<file path="config.mk">
export PLATFORM = sky130hd
export DESIGN_NAME = tape_reader_dev
export DESIGN_NICKNAME = d
export VERILOG_FILES = /design/src/rtl/tape_reader_dev.sv
export SDC_FILE = /design/constraint.sdc
export NUM_CORES = 1
export LEC_CHECK = 0
export CELL_PAD_IN_SITES_DETAIL_PLACEMENT = 1
export CELL_PAD_IN_SITES_GLOBAL_PLACEMENT = 2
export CORE_MARGIN = 2
export CORE_UTILIZATION = 41
export DETAILED_ROUTE_END_ITERATION = 8
export PLACE_DENSITY = 0.76
export REMOVE_ABC_BUFFERS = 1
export SLEW_MARGIN = 40
export SYNTH_ARGS = -nofsm -noshare
export SYNTH_HDL_FRONTEND = slang
export SYNTH_SLANG_ARGS = --single-unit
</file>
<file path="constraint.sdc">
create_clock -name clk -period 3.3 [get_ports clk]
set_input_delay 0.66 -clock clk [delete_from_list [all_inputs] [get_ports clk]]
set_output_delay 0.66 -clock clk [all_outputs]
set_load 0.01 [all_outputs]
</file>
<file path="src/rtl/tape_reader_dev.sv">
// Paper-tape reader emulator: buffers 5-bit tape codes from a host and presents them
// one at a time to the core's input port, with a fixed gap after each transfer.
module tape_reader_dev #(
    parameter int unsigned DEPTH    = 16,
    parameter int unsigned CHAR_GAP = 4
) (
    input  logic                     clk,
    input  logic                     resetn,
    input  logic                     host_wr_en,
    input  logic [4:0]               host_wr_data,
    input  logic                     host_clear,
    output logic                     host_full,
    output logic                     host_overflow,
    output logic [$clog2(DEPTH):0]   tape_count,
    output logic                     tape_empty,
    input  logic                     dev_input_rdy,
    output logic                     dev_input_val,
    output logic [4:0]               dev_input_data,
    output logic [15:0]              chars_sent
);

    localparam int unsigned PW = $clog2(DEPTH);
    localparam int unsigned CW = PW + 1;
    localparam int unsigned GW = (CHAR_GAP > 1) ? $clog2(CHAR_GAP) : 1;

    typedef enum logic [1:0] {StIdle, StPresent, StGap} state_e;

    state_e          state_q, state_d;
    logic [GW-1:0]   gap_q, gap_d;
    logic            val_q, val_d;
    logic [4:0]      data_q, data_d;
    logic [PW-1:0]   rd_ptr_q, wr_ptr_q;
    logic [CW-1:0]   count_q, count_d;
    logic            overflow_q;
    logic [15:0]     sent_q;
    logic [4:0]      mem [DEPTH];

    logic full, xfer, push, pop, drop;
    logic [4:0] head;

    assign full = (count_q == CW'(DEPTH));
    assign head = mem[rd_ptr_q];

    // A clear cancels any handshake that coincides with it.
    assign xfer = val_q && dev_input_rdy && !host_clear;
    assign pop  = xfer;
    // A pop frees the slot in the same cycle, so a write at full is still accepted then.
    assign push = host_wr_en && !host_clear && (!full || pop);
    assign drop = host_wr_en && !host_clear && full && !pop;

    assign count_d = count_q + {{(CW-1){1'b0}}, push} - {{(CW-1){1'b0}}, pop};

    always_comb begin
        state_d = state_q;
        gap_d   = gap_q;
        val_d   = val_q;
        data_d  = data_q;
        if (host_clear) begin
            state_d = StIdle;
            val_d   = 1'b0;
        end else begin
            unique case (state_q)
                StIdle: begin
                    val_d = 1'b0;
                    if (count_q != '0) begin
                        state_d = StPresent;
                        val_d   = 1'b1;
                        data_d  = head;
                    end
                end
                StPresent: begin
                    if (xfer) begin
                        state_d = StGap;
                        val_d   = 1'b0;
                        gap_d   = GW'(CHAR_GAP - 1);
                    end
                end
                StGap: begin
                    val_d = 1'b0;
                    if (gap_q == '0) begin
                        if (count_q != '0) begin
                            state_d = StPresent;
                            val_d   = 1'b1;
                            data_d  = head;
                        end else begin
                            state_d = StIdle;
                        end
                    end else begin
                        gap_d = gap_q - GW'(1);
                    end
                end
                default: begin
                    state_d = StIdle;
                    val_d   = 1'b0;
                end
            endcase
        end
    end

    always_ff @(posedge clk) begin
        if (!resetn) begin
            state_q    <= StIdle;
            gap_q      <= '0;
            val_q      <= 1'b0;
            data_q     <= '0;
            rd_ptr_q   <= '0;
            wr_ptr_q   <= '0;
            count_q    <= '0;
            overflow_q <= 1'b0;
            sent_q     <= '0;
        end else begin
            state_q <= state_d;
            gap_q   <= gap_d;
            val_q   <= val_d;
            data_q  <= data_d;
            if (xfer) begin
                sent_q <= sent_q + 16'd1;
            end
            if (host_clear) begin
                rd_ptr_q   <= '0;
                wr_ptr_q   <= '0;
                count_q    <= '0;
                overflow_q <= 1'b0;
            end else begin
                if (push) begin
                    wr_ptr_q <= wr_ptr_q + PW'(1);
                end
                if (pop) begin
                    rd_ptr_q <= rd_ptr_q + PW'(1);
                end
                count_q <= count_d;
                if (drop) begin
                    overflow_q <= 1'b1;
                end
            end
        end
    end

    always_ff @(posedge clk) begin
        if (resetn && push) begin
            mem[wr_ptr_q] <= host_wr_data;
        end
    end

    assign host_full      = full;
    assign host_overflow  = overflow_q;
    assign tape_count     = count_q;
    assign tape_empty     = (count_q == '0);
    assign dev_input_val  = val_q;
    assign dev_input_data = data_q;
    assign chars_sent     = sent_q;

endmodule

</file>
Yosys cells after proc, flatten, opt, wreduce, memory -nomap -nowiden:

Memories as Yosys holds them, arrays and structs flattened. A register that Yosys moved wholly into a read port is not among the register bits.
Index checks and enable logic that the tools add are counted.
Widths: inputs -> output; s select.

* add/sub/neg operators: 6
* equal/unequal tests: 7
* multiplexer cells: 19
* bitwise gates (word level): 2
* reduce and logical (&&, ||, !) cells: 21

Operator list (number)
* $add 16x1->16 const B: 1
* $mux 2: 5
* $mux 5: 2
* $pmux 5 s2: 1
* $add 4x1->4 const B: 2
* $mux 4: 2
* $ne 2x2->1 const B: 4
* $logic_and 1x1->1: 7
* $mux 1: 6
* $pmux 2 s3: 1
* $reduce_and 3->1: 2
* $add 5x1->5: 1
* $eq 5x5->1 const B: 1
* $logic_not 5->1: 1
* $reduce_bool 5->1: 1
* $sub 5x1->5: 1
* $logic_not 2->1: 2
* $pmux 2 s2: 1
* $reduce_and 4->1: 1
* $reduce_bool 2->1: 2
* $logic_not 1->1: 3
* $pmux 1 s3: 1
* $eq 2x1->1 const B: 1
* $eq 2x2->1 const B: 1
* 4 further kinds: 5

* register bits after elaboration: 40
* memory bits (writable): 80
* input port bits: 10
* output and inout port bits: 30
* memories kept: 1

Memories
* mem: depth 16, bits a word 5, read ports 1, clocked after memory_dff 1, write ports 1, line 36 `logic [4:0] mem [DEPTH];`

Longest topological paths before layout:

Gate-level depths: netlist (run 1).

* depth in word-level cells: 7
* gate-level depth with buffers: 13
* depth with buffers taken out: 12

Least setup slack after synthesis (run 1):

No wires, ideal clock.

* path type: reg2reg
* start: register count_q[3], in the netlist tape_count[3]
* end: register count_q[4], in the netlist tape_count[4]
* setup time: 0.071 ns
* arrival time: 2.507 ns
* required time: 3.229 ns
* setup slack: 0.723 ns
* stages on the path, launching flop included: 14
* path buffers: 1
* clock period less this slack: 2.577 ns
* cell sequence: dfxtp_1 -> inv_1 -> ha_1 -> nor4bb_1 -> clkbuf_1 -> a21oi_2 -> nand2_1 -> nand2_1 -> ha_1 -> fa_1 -> a21oi_1 -> nor2_1 -> or3_1 -> a21oi_1

* cells in the longest elaborated chain, start to end: 6

Ends and longest elaborated chain
* start, declared: line 33 `logic [CW-1:0] count_q, count_d;`
* start signal, assigned: line 131 `count_q <= count_d;`
* $eq 5x5->1: line 41 `assign full = (count_q == CW'(DEPTH));`
* via host_full: line 12 `output logic host_full,`
* $logic_not 1->1: line 48 `assign push = host_wr_en && !host_clear && (!full || pop);`
* $logic_or 1x1->1: line 48
* $logic_and 1x1->1: line 48
* $add 5x1->5: line 51 `assign count_d = count_q + {{(CW-1){1'b0}}, push} - {{(CW-1){1'b0}}, pop};`
* $sub 5x1->5: line 51

The timed path passes the listed nets, and every way through them passes these cells.
A chain may end at the register's enable or synchronous reset.

Worst setup path in the final report (run 1):

* start: register count_q[2], in the netlist tape_count[2]
* end: output tape_empty

* cells in the longest elaborated chain, start to end: 1

Ends and longest elaborated chain
* $logic_not 5->1: line 148 `assign tape_empty = (count_q == '0);`
* end, declared: line 15 `output logic tape_empty,`

No other way between the ends.

==> results of run 1 <==
==> layout by cell type (no fill, tap or decap), types with 8 or more instances in the layout <==
cell	Yosys	routed
mux2i_1	14	14
a21oi_1	12	12
edfxtp_1	80	80
nand2_1	13	13
nand3_1	8	8
inv_1	15	15
xnor2_1	8	8
clkdlybuf4s50_1	0	39
buf_4	2	12
clkbuf_16	0	17
ha_1	17	17
xor2_1	10	10
dfxtp_1	44	44
nor2_1	49	49
mux4_2	20	20
==> layer usage <==
layer	global-route usage	part of all wire	up-vias
li1	-	-	1491
met1	0.236	0.45	1609
met2	0.303	0.49	63
met3	0.0555	0.034	20
met4	0.0714	0.021	0
met5	0	0	-
==> cells by family after synthesis <==
group | Yosys count
flip-flops | 124
AO/OA/AOI/OAI | 32
multiplexers | 35
adder cells (fa/ha/maj) | 18
buffers and inverters | 29
AND/OR/NAND/NOR | 113
XOR/XNOR | 18
==> worst max-delay path: stages, from the launching register on <==
cell             delay, ns
dfxtp_1               0.33
inv_1                 0.08
ha_1                  0.15
or4b_4                0.50
inv_1                 0.14
clkdlybuf4s50_1       0.56
==> through the flow <==
| stage | instance area, um^2 | power (uW) | std cells | util |
|---|---|---|---|---|
| global placement | 5830 | 1790 | 579 | 0.466 |
| global route | 6430 | 3750 | 611 | 0.514 |
| floorplan | 5140 | 1740 | 356 | - |
| CTS | 6430 | 3670 | 611 | 0.514 |
| detailed placement | 5830 | 1790 | 579 | 0.466 |
| finish | 6430 | 3630 | 611 | 0.514 |
==> worst paths after layout <==
kind                                                       end  slack [ns]  cells after the start
worst max-delay path                                tape_empty        0.48                      5
worst min-delay path            dev_input_data[1]$_SDFFE_PN0P_        0.47                      1
worst max register to register        tape_count[4]$_SDFF_PP0_        0.60                     13
worst min register to register  dev_input_data[1]$_SDFFE_PN0P_        0.47                      1
==> layout make-up <==
| type | instances | share of cell area |
|---|---|---|
| inverters | 16 | 0.00934 |
| clock inverters | 14 | 0.0263 |
| well taps | 172 | 0.0335 |
| repair buffers | 51 | 0.0747 |
| clock buffers | 18 | 0.0667 |
| multi-input cells | 216 | 0.279 |
| flip-flops and latches | 124 | 0.511 |
==> state kept, by name, indices dropped and copies added, names as in the netlist, named ones only <==
name,cells
chars_sent,16
dev_input_data,5
dev_input_val,1
gap_q,2
host_overflow,1
mem,80
rd_ptr_q,4
state_q,2
tape_count,5
wr_ptr_q,4
==> report_power, final <==
group	leakage, uW	internal, uW	switching, uW	total (uW)
sequential	0.00107	1660	5.73	1660
clock	0.000281	1190	685	1870
combinational	0.000812	41.0	57.4	98.4
total	0.00217	2890	749	3630
==> out/results.tsv, run 1 <==
metric	value	unit
final setup fails	0	
count leader, synth	edfxtp_1	
Worst Path Arrival	2.16	ns
post-synthesis adder-cell area fraction	0.0447	
number of enable flip-flop cells after synthesis	80	
DRT iter0 DRCs	184	
CTS tree	yes	
Fin Setup TNS	0	ns
area grow syn2layout	23.6	%
asr flop ratio synth	0	
num ports	40	
CP endpoint kind	primary output	
Max Cap Violations	0	
Max Transition Viols Final	0	
Num CTS Buffers	17	
fill count	1263	
Die ar.	13600	um^2
Final Hold Fails	0	
period utilization	0.856	
vias per cell	5.21	
maximum vdd drop	0.000372	V
top post-synthesis cells by area	edfxtp_1 (46%), dfxtp_1 (17%), mux4_2 (8.7%)	
Worst Path Required	2.64	ns
Core ar.	12500	um^2
post-synthesis sequential area ratio	0.631	
Tmin final	2.82	ns
Clock Skews	0.00700	ns
Power Density	565	nW/um^2
total track usage	0.186	
Min Hold Slack	0.472	ns
Leak	0.00217	uW
IO buf count	39	
Sink Count	124	
post-layout net count	454	
largest net degree at the start of global routing	21	
Synth Flop Type	edfxtp_1	
Max-slew headroom	0.554	
RSZ-0062 raised after global routing	no	
drt first pass iters	6	
complex-gate fraction of the synthesized area	0.0421	
Root Buffer	clkbuf_16	
Max Buffers Root-to-Sink	2	
worst r2r src	tape_count[2]$_SDFF_PP0_	
initial core utilization	0.416	
first-pass GRT wire length	18300	um
status	completed	
htree depth	4	
Seq. cell area	3280	um^2
area of the multi-input gates	1790	um^2
worst-skew pair later-pin latency	0.42	ns
CP startpoint kind	flip-flop	
Synth Cell Area	5200	um^2
Die Y	117	um
Yosys top cell area share	0.462	
pre-CTS setup slack	0.165	ns
Mapped Cells	369	
warnings from Yosys	0	
post-DP HPWL	7660	um
critical path peak fanout	4	
WL/cell	18.6	um
Hold Path Class	reg2reg	
GRT overflow	0	
DRC Markers	0	
fmax	0.354	GHz
post-synth top area cell	edfxtp_1	
Critical path origin	tape_count[2]$_SDFF_PP0_	
# Post-CTS Setup Buffers	0	
final antenna-violating net count	0	
Post-Route WL	11400	um
share of layout cells above drive strength 1	0.159	
GP Congestion	0.734	
syn avg cell area	14.1	um^2
Die Wd	117	um
portion of netlist area occupied by mux cells	0.116	
Antenna diodes	0	
initial antenna violation count	0	
list of most frequent post-synthesis cells	edfxtp_1 (80), nor2_1 (49), dfxtp_1 (44)	
Setup Crit Path Kind	reg2out	
row cnt	41	
Slew @ Worst Pin	0.667	ns
DR vias	3183	
main combinational cell family by area after synthesis	multiplexers	
# resized after CTS	0	
Yosys cell types	48	
Seq cells post-synth	124	
hold wc startpoint	dev_input_data[1]$_SDFFE_PN0P_	
Post-Synth Simple-Gate Area	0.112	
CTS hold repair buffers	0	
Synth Area in XOR/XNOR	0.0303	
CTS clock-pin slew for the worst setup and hold paths	0.06	ns
vias in the first global route	3374	
final worst slack	0.476	ns
Note: power is estimated with default switching activity, not from simulation.
==> run 2: changes to the inputs <==
--- a/config.mk
+++ b/config.mk
@@ -7,7 +7,6 @@
 export LEC_CHECK = 0
 export CELL_PAD_IN_SITES_DETAIL_PLACEMENT = 1
 export CELL_PAD_IN_SITES_GLOBAL_PLACEMENT = 2
-export CORE_MARGIN = 2
 export CORE_UTILIZATION = 41
 export DETAILED_ROUTE_END_ITERATION = 8
 export PLACE_DENSITY = 0.76
==> out/results.tsv, run 2 (same netlist as run 1, synthesis figures left out) <==
metric	value	unit	change
drt first pass iters	4		-2
combinational share of power	0.026		about the same
htree depth	4		unchanged
# Post-CTS Setup Buffers	0		unchanged
critical path peak fanout	4		unchanged
Min Hold Slack	0.471	ns	-0.000310 ns
DRT iter0 DRCs	187		+1.6%
row cnt	40		-2.4%
first-pass GRT wire length	18700	um	+2.2%
DR vias	3134		-1.5%
pre-CTS setup slack	0.186	ns	+0.0211 ns
Num CTS Buffers	17		unchanged
Power Density	589	nW/um^2	+4.2%
Leak	0.00220	uW	+1.5%
GRT overflow	0		unchanged
Hold Path Class	reg2reg		
CP dominant cell by count	inv_1		
Root Buffer	clkbuf_16		
num ports	40		unchanged
CTS tree	yes		
Fin Setup TNS	0	ns	unchanged
internal cell power	3100	uW	+7.5%
Final Hold Fails	0		unchanged
clock network power share	0.538		+0.023
CTS hold repair buffers	0		unchanged
worst path cell trace	inv_1 > ha_1 > or4b_4 > inv_1 > clkdlybuf4s50_1		
Antenna diodes	0		unchanged
# resized after CTS	0		unchanged
vias per cell	5.17		-0.73%
WL/cell	19.2	um	+3.1%
CP endpoint kind	primary output		
Die ar.	13100	um^2	-3.4%
GP Congestion	0.725		-1.2%
final worst slack	0.432	ns	-0.0446 ns
Post-Route WL	11600	um	+2.3%
post-DP HPWL	7990	um	+4.3%
Max-slew headroom	0.533		-0.0213
CP max stage delay	0.56	ns	about the same
DRC Markers	0		unchanged
Core Util, Final	0.531		+0.0168
status	completed		
initial core utilization	0.426		+0.0104
Largest Register	mem		
Die Wd	115	um	-1.7%
Worst Path Required	2.64	ns	about the same
maximum vdd drop	0.000595	V	+60%
CP startpoint kind	flip-flop		
Max Transition Viols Final	0		unchanged
Max Buffers Root-to-Sink	2		unchanged
Die Y	115	um	-1.7%
largest net degree at the start of global routing	21		unchanged
delay-heaviest family, CP	buffers and inverters		
period utilization	0.869		+0.0135
vias in the first global route	3292		-2.4%
share of layout cells above drive strength 1	0.158		-0.00192
Worst Path Arrival	2.21	ns	+0.05 ns
Tmin final	2.87	ns	+0.0446 ns
Setup Crit Path Kind	reg2out		
final antenna-violating net count	0		unchanged
Sink Count	124		unchanged
switching share of power	0.187		-0.0186
initial antenna violation count	0		unchanged
CTS clock-pin slew for the worst setup and hold paths	0.05	ns	about the same
Core ar.	12200	um^2	-2.4%
most frequent cells in the layout	edfxtp_1 (80), nor2_1 (49), dfxtp_1 (44)		
Sequential Power Share	0.436		-0.022
total track usage	0.200		+0.0132
Clock Skews	0.00391	ns	-0.00310 ns
slowest CP cell	clkdlybuf4s50_1		
IO buf count	39		unchanged
Slew @ Worst Pin	0.698	ns	+0.0319 ns
final setup fails	0		unchanged
Critical path buffers and inverters	3		unchanged
post-layout net count	454		unchanged
area grow syn2layout	24.6	%	
max reg flops	80		unchanged
Max Cap Violations	0		unchanged
Net Sw Power	715	uW	-4.4%
leading cell type in the layout, fill and taps excluded	edfxtp_1		
fmax	0.349	GHz	-1.6%
RSZ-0062 raised after global routing	no		
worst-skew pair later-pin latency	0.41	ns	about the same
## run 2: changes by cell type in the layout (fill, tap and decap cells not counted)
cell	change
clkinvlp_4	-2
inv_6	-3
clkinv_2	+1
bufinv_16	+3
## run 2: area by class of cell
type	count	area [um^2]
fill	1250	5730
clock inverter	13	223
multi-input combinational	216	1790
inverter	16	60.1
clock buffer	18	429
timing repair buffer	51	480
tap	168	210
sequential	124	3280
## run 2: worst reg2reg max path, stage by stage (launching register included)
cell and delay, ns:
dfxtp_1 0.32, inv_1 0.09, ha_1 0.17, nor4bb_1 0.21, buf_4 0.19, a21oi_2 0.06
nand2_1 0.07, nand2_1 0.06, ha_1 0.21, fa_1 0.41, a21oi_1 0.15, nor2_1 0.06
or3_1 0.34, a21oi_1 0.15
## run 2: power groups by stage
stage / Sequential (uW) / Combinational (uW) / Clock, uW
floorplan: 1700 / 39.0 / 0
global placement: 1700 / 96.8 / 0
detailed placement: 1700 / 99.3 / 0
CTS: 1660 / 100 / 2100
global route: 1660 / 108 / 2160
finish: 1660 / 98.2 / 2050
## run 2: metal layers
layer | track usage | routed length, um | share of wire | vias up
met5 | 0 | 0 | 0 | -
met4 | 0.0831 | 157 | 0.013 | 0
met3 | 0.0503 | 277 | 0.024 | 12
met2 | 0.310 | 5510 | 0.47 | 36
met1 | 0.267 | 5710 | 0.49 | 1601
li1 | - | - | - | 1485
## run 2: per-stage QoR
stage                     std cells  area, um^2  power, uW
final                           606        6480       3820
after global placement          575        5830       1790
after global routing            606        6480       3930
after detailed placement        575        5830       1800
after CTS                       606        6480       3870
after floorplan                 356        5140       1740
## run 2: worst paths after layout
kind	from	endpoint	slack [ns]	depth (start not counted)
worst max-delay path	tape_count[2]$_SDFF_PP0_	tape_empty	0.43	5
worst max register to register	tape_count[2]$_SDFF_PP0_	tape_count[4]$_SDFF_PP0_	0.75	13
worst min-delay path	host_overflow$_SDFFE_PP0P_	host_overflow$_SDFFE_PP0P_	0.47	2
worst min register to register	host_overflow$_SDFFE_PP0P_	host_overflow$_SDFFE_PP0P_	0.47	2
